<file path="src/rtl/seq_stage_sequencer.sv">
// Multi-cycle Y86-style stage sequencer: FETCH..PCUPD one-hot enables, memory handshake with timeout, status and counters.
// Optional single-step PAUSE state enabled by defining SINGLE_STEP_EN (adds input i_step).
module seq_stage_sequencer #(
   parameter int unsigned MEM_TIMEOUT = 8
) (
   input  logic        i_clk,
   input  logic        i_rst_n,
   input  logic        i_start,
   input  logic [3:0]  i_icode,
   input  logic        i_hlt,
   input  logic        i_instr_valid,
   input  logic        i_imem_error,
   input  logic        i_mem_ack,
   input  logic        i_dmem_error,
`ifdef SINGLE_STEP_EN
   input  logic        i_step,
`endif
   output logic        o_fetch_en,
   output logic        o_decode_en,
   output logic        o_execute_en,
   output logic        o_memory_en,
   output logic        o_writeback_en,
   output logic        o_pc_en,
   output logic        o_mem_req,
   output logic [2:0]  o_stat,
   output logic        o_busy,
   output logic [31:0] o_cycle_count,
   output logic [31:0] o_instr_count
);

   localparam logic [2:0] STAT_AOK = 3'd1;
   localparam logic [2:0] STAT_HLT = 3'd2;
   localparam logic [2:0] STAT_ADR = 3'd3;
   localparam logic [2:0] STAT_INS = 3'd4;
   localparam logic [7:0] WAIT_LAST = 8'(MEM_TIMEOUT - 1);

`ifdef SINGLE_STEP_EN
   typedef enum logic [3:0] {
      S_IDLE, S_FETCH, S_DECODE, S_EXECUTE, S_MEMORY, S_WRITEBACK, S_PCUPD, S_HALTED, S_PAUSE
   } state_t;
`else
   typedef enum logic [3:0] {
      S_IDLE, S_FETCH, S_DECODE, S_EXECUTE, S_MEMORY, S_WRITEBACK, S_PCUPD, S_HALTED
   } state_t;
`endif

   state_t      r_state;
   state_t      w_state_next;
   logic [2:0]  r_stat;
   logic [2:0]  w_stat_next;
   logic [7:0]  r_wait_cnt;
   logic [7:0]  w_wait_next;
   logic        r_armed;
   logic [31:0] r_cycle_count;
   logic [31:0] r_instr_count;
   logic        w_retire;
   logic        w_is_mem;
   logic        w_count_en;

   always_comb begin
      w_is_mem = 1'b0;
      case (i_icode)
         4'h4, 4'h5, 4'h8, 4'h9, 4'hA, 4'hB: w_is_mem = 1'b1;
         default:                            w_is_mem = 1'b0;
      endcase
   end

   always_comb begin
      w_state_next = r_state;
      w_stat_next  = r_stat;
      w_wait_next  = r_wait_cnt;
      w_retire     = 1'b0;
      case (r_state)
         // r_armed blocks a start that coincides with the first edge after reset release
         S_IDLE:    if (i_start && r_armed) w_state_next = S_FETCH;
         S_FETCH:   w_state_next = S_DECODE;
         S_DECODE: begin
            if (i_imem_error) begin
               w_state_next = S_HALTED;
               w_stat_next  = STAT_ADR;
            end else if (!i_instr_valid) begin
               w_state_next = S_HALTED;
               w_stat_next  = STAT_INS;
            end else if (i_hlt) begin
               w_state_next = S_HALTED;
               w_stat_next  = STAT_HLT;
            end else begin
               w_state_next = S_EXECUTE;
            end
         end
         S_EXECUTE: begin
            w_state_next = S_MEMORY;
            w_wait_next  = 8'd0;
         end
         S_MEMORY: begin
            if (!w_is_mem) begin
               w_state_next = S_WRITEBACK;
            end else if (i_mem_ack) begin
               if (i_dmem_error) begin
                  w_state_next = S_HALTED;
                  w_stat_next  = STAT_ADR;
               end else begin
                  w_state_next = S_WRITEBACK;
               end
            end else if (r_wait_cnt == WAIT_LAST) begin
               w_state_next = S_HALTED;
               w_stat_next  = STAT_ADR;
            end else begin
               w_wait_next = r_wait_cnt + 8'd1;
            end
         end
         S_WRITEBACK: w_state_next = S_PCUPD;
         S_PCUPD: begin
            w_retire = 1'b1;
`ifdef SINGLE_STEP_EN
            w_state_next = S_PAUSE;
`else
            w_state_next = S_FETCH;
`endif
         end
`ifdef SINGLE_STEP_EN
         S_PAUSE:   if (i_step) w_state_next = S_FETCH;
`endif
         S_HALTED:  w_state_next = S_HALTED;
         default:   w_state_next = S_IDLE;
      endcase
   end

   always_ff @(posedge i_clk or negedge i_rst_n) begin
      if (!i_rst_n) begin
         r_state       <= S_IDLE;
         r_stat        <= STAT_AOK;
         r_wait_cnt    <= 8'd0;
         r_armed       <= 1'b0;
         r_cycle_count <= 32'd0;
         r_instr_count <= 32'd0;
      end else begin
         r_state    <= w_state_next;
         r_stat     <= w_stat_next;
         r_wait_cnt <= w_wait_next;
         r_armed    <= 1'b1;
         if (w_count_en && (r_cycle_count != 32'hFFFF_FFFF))
            r_cycle_count <= r_cycle_count + 32'd1;
         if (w_retire && (r_instr_count != 32'hFFFF_FFFF))
            r_instr_count <= r_instr_count + 32'd1;
      end
   end

   assign o_fetch_en     = (r_state == S_FETCH);
   assign o_decode_en    = (r_state == S_DECODE);
   assign o_execute_en   = (r_state == S_EXECUTE);
   assign o_memory_en    = (r_state == S_MEMORY);
   assign o_writeback_en = (r_state == S_WRITEBACK);
   assign o_pc_en        = (r_state == S_PCUPD);
   assign o_mem_req      = (r_state == S_MEMORY) && w_is_mem;
   assign o_busy         = (r_state != S_IDLE) && (r_state != S_HALTED);
`ifdef SINGLE_STEP_EN
   assign w_count_en     = o_busy && (r_state != S_PAUSE);
`else
   assign w_count_en     = o_busy;
`endif
   assign o_stat         = r_stat;
   assign o_cycle_count  = r_cycle_count;
   assign o_instr_count  = r_instr_count;

endmodule
</file>
<file path="config.mk">
export PLATFORM = sky130hd
export DESIGN_NAME = seq_stage_sequencer
export DESIGN_NICKNAME = d
export VERILOG_FILES = /design/src/rtl/seq_stage_sequencer.sv
export SDC_FILE = /design/constraint.sdc
export NUM_CORES = 1
export LEC_CHECK = 0
export CAP_MARGIN = 20
export CORE_AREA = 8 8 123 125
export DETAILED_ROUTE_END_ITERATION = 12
export DIE_AREA = 0 0 131 133
export HOLD_SLACK_MARGIN = 0.05
export PLACE_DENSITY = 0.63
export SETUP_SLACK_MARGIN = 0.15
export SYNTH_ARGS = -nofsm -noshare
export SYNTH_HDL_FRONTEND = slang
export SYNTH_SLANG_ARGS = --single-unit
</file>
<file path="constraint.sdc">
create_clock -name i_clk -period 2.2 [get_ports i_clk]
set_input_delay 0.66 -clock i_clk [delete_from_list [all_inputs] [get_ports i_clk]]
set_output_delay 0.66 -clock i_clk [all_outputs]
set_load 0.02 [all_outputs]
</file>
==> metrics.md <==
| Metric | Value |
|---|---|
| Share of post-route cells with drive strength above 1 | `0.214` |
| CP delay by family, top | `simple AND/OR/NAND/NOR gates` |
| Mapped Nets | `a little under 400` |
| Clk sinks | `79` |
| GP Congestion | `0.799` |
| Worst EP arrival | `about 1500 ps` |
| EDFF count, synth | `0` |
| Mapped Area | `0.00390 mm2` |
| Setup-failing EPs final | `0` |
| Outcome | `finished clean` |
| Post-synth top flop | `dfrtp_1` |
| Worst setup path category | `input port to output port` |
| Synth Area per Inst | `10.3 um2` |
| Syn Inst Count | `roughly 380` |
| Final WS setup | `81.9 ps` |
| Share of total power in the clock network | `0.303` |
| DRT Pass-1 Iters | `4` |
| Sw frac | `0.332` |
| Chip height | `133 um` |
| Top cells by area, synth | `dfrtp_1 50%, xnor2_1 9.7%, nand4_1 4.2%` |
| Inst Count DP | `663` |
| Vias | `3278` |
| Starting Density | `0.298` |
| Clock Tree Buf Depth | `2` |
| Total gr overflow | `0` |
| CTS tree | `done` |
| Tmin final | `2120 ps` |
| Finished Layout Cells | `685` |
| Avg WL per Cell | `15.2 um` |
| Die ar. | `0.0174 mm2` |
| Nets | `519` |
| P_leak | `2.83 nW` |
| Worst min path class | `input port to async pin` |
| Int Power | `3.65 mW` |
| Flops & latches, synth | `79` |
| Post-synth ARST share | `1.00` |
| CP bufs+invs | `2` |
| Leading area contributor after synthesis | `dfrtp_1` |
| Detail Route Antenna Nets | `0` |
| Via density | `between 4 and 5` |
| DP HPWL | `7530 um` |
| ANT cells | `0` |
| Fillers | `approximately 1300` |
| Slew @ Worst Pin | `514 ps` |
| Synth-to-layout area growth | `45.6%` |
| Required time worst endpoint | `1540 ps` |
| Worst IR drop on VDD | `about 580 uV` |
| Final Hold Viols | `0` |
| Crit-path max cell delay | `410 ps` |
| Overall power | `5.47 mW` |
| Register area | `0.00198 mm2` |
| Max Slew Vio Count | `0` |
| Antenna violations before repair | `1` |
| Max Clock Skew | `6.63 ps` |
| Total core area | `0.0131 mm2` |
| Largest net degree at the start of global routing | `41` |
| Sequential power share | `0.333` |
| Max-Cap Viols | `0` |
| Critical path peak fanout | `2` |
| WL final | `10400 um` |
| Place WS | `-734 ps` |
| Overall Global Routing Usage | `0.123` |
| Slowest CP cell | `or3b_4` |
| Setup_tns | `0 ps` |
| Die Width | `131 um` |
| PD cells | `964 mW/mm2` |
| First-pass GRT wire length | `17100 um` |
| Max transition margin | `0.654` |
| Buffers added on ports | `85` |
| Clk_lat worst skew | `340 ps` |
| CTS Hold Bufs | `0` |
| Net load switching power | `between 1.5 and 2 mW` |
| Root buffer cell | `clkbuf_16` |
| Final period util | `0.963` |
| Worst Setup Start Kind | `input port` |
| Max Clk Rate | `472 MHz` |
| Critical Path, Cell by Cell | `buf_2 > or3b_4 > a21oi_4 > buf_6` |
| Register area share after synthesis | `0.508` |
| Vias in the first global route | `3405` |
| Combinational Power Share | `0.363` |
| Num ports | `87` |
| Initial DRC count | `155` |
| Area of the multi-input gates | `0.00197 mm2` |
| Synth cell types | `46` |
| DRC | `0` |
| YS warnings | `0` |
| CTS buffer count | `9` |
| Clock transition at path regs | `approximately 60 ps` |
| Setup crit end kind | `output port` |
| Site row count | `42` |
| RSZ-0062 raised after global routing | `yes` |
| H-tree depth | `3` |
| Top cell type's share of synthesized area | `0.501` |
sequential cells by signal, indices dropped and copies added (netlist names):
| name | cells |
|---|---|
| o_cycle_count | 32 |
| o_instr_count | 32 |
| o_stat | 3 |
| r_armed | 1 |
| r_state | 3 |
| r_wait_cnt | 8 |
cells by family (layout without fill, tap and decap cells):
kind of cell	Yosys count	after routing	synth area share
multiplexers	6	6	0.0180
XOR/XNOR	61	61	0.137
other	1	1	0.000962
buffers and inverters	22	153	0.0260
AND/OR/NAND/NOR	175	175	0.245
flip-flops	79	79	0.508
adder cells (fa/ha/maj)	3	3	0.00963
AO/OA/AOI/OAI	31	31	0.0559
cell type report:
| class | instances | area share |
|---|---|---|
| Inverter | 10 | 0.00662 |
| Clock buffer | 11 | 0.0446 |
| Tap cell | 176 | 0.0388 |
| Timing Repair Buffer | 127 | 0.200 |
| Clock inverter | 5 | 0.0141 |
| Multi-Input combinational cell | 277 | 0.347 |
| Sequential cell | 79 | 0.349 |
per-stage QoR:
stage               cell area [um2]  utilization  hold WS (ps)
floorplan                      3930            -           364
global route                   5670        0.434           180
CTS                            5500        0.420           174
finish                         5670        0.434           181
global placement               5220        0.399           475
detailed placement             5220        0.399           475
cells in the final DEF, fill, tap and decap left out, types with 4 or more instances in the layout:
cell,Yosys,layout
dlymetal6s2s_1,0,10
nand4_1,26,26
xnor2_1,43,43
nand2_1,32,32
and3_1,18,17
a21oi_1,9,4
nand3_1,30,27
nand2b_1,5,5
dlygate4sd2_1,0,51
clkdlybuf4s50_1,0,12
a21oi_2,0,4
buf_6,2,8
nor3_1,9,7
clkbuf_16,0,9
nor2_1,22,21
o21ai_0,6,6
mux2_2,4,4
inv_1,10,7
dfrtp_1,78,76
and2_1,4,4
buf_4,0,42
xor2_1,18,18
and4_1,10,10
or3_1,5,4
cell usage after synthesis, drive strengths merged (9+ instances only):
cell type   n
dfrtp      78
inv        10
xnor2      43
nand4      26
nor3        9
a21oi       9
nand3      30
and4       10
nor2       22
nand2      32
and3       18
xor2       18
power groups by stage:
stage                     clock network, mW  logic [mW]  registers [mW]
after floorplan                           0       0.797            1.97
after global placement                    0        1.77            1.83
after detailed placement                  0        1.80            1.84
after CTS                              1.71        1.78            1.81
after global routing                   1.77        2.17            1.86
final                                  1.66        1.99            1.82
path summary, 6_finish.rpt:
check,startpoint,to,slack (ps),cells after the start
min in group i_clk,o_cycle_count[27],o_cycle_count[27],480,1
setup / recovery,i_icode[3],o_mem_req,80,4
setup reg to reg,r_state[0],r_wait_cnt[5],170,6
hold reg to reg,o_cycle_count[27],o_cycle_count[27],480,1
max in group asynchronous,i_rst_n,o_stat[0],1380,2
hold / removal,i_rst_n,o_cycle_count[7],180,1
worst reg2reg max path, stage by stage (launching register included):
cell and delay, ps:
dfrtp_1 390, or3b_4 450, buf_4 170, a31oi_4 150
o22ai_2 120, or3_1 330, mux2_4 300
routing by layer:
metal  routed length (um)  up-vias  GRT usage  share of wire
met5                   13        -          0         0.0012
met4                  189        2     0.0536          0.018
met3                  703       16     0.0438          0.067
met2                 4920       62      0.190           0.47
met1                 4620     1605      0.151           0.44
li1                     -     1593          -              -
what timing repair did:
action / 4_1_cts / 5_1_grt
endpoints found under the setup margin: 81 / 41
gates resized for setup: 113 / 34
buffers inserted: 0 / 6
gates cloned: 0 / 0
pin swaps: 6 / 10
(Power assumes the default switching activity.)
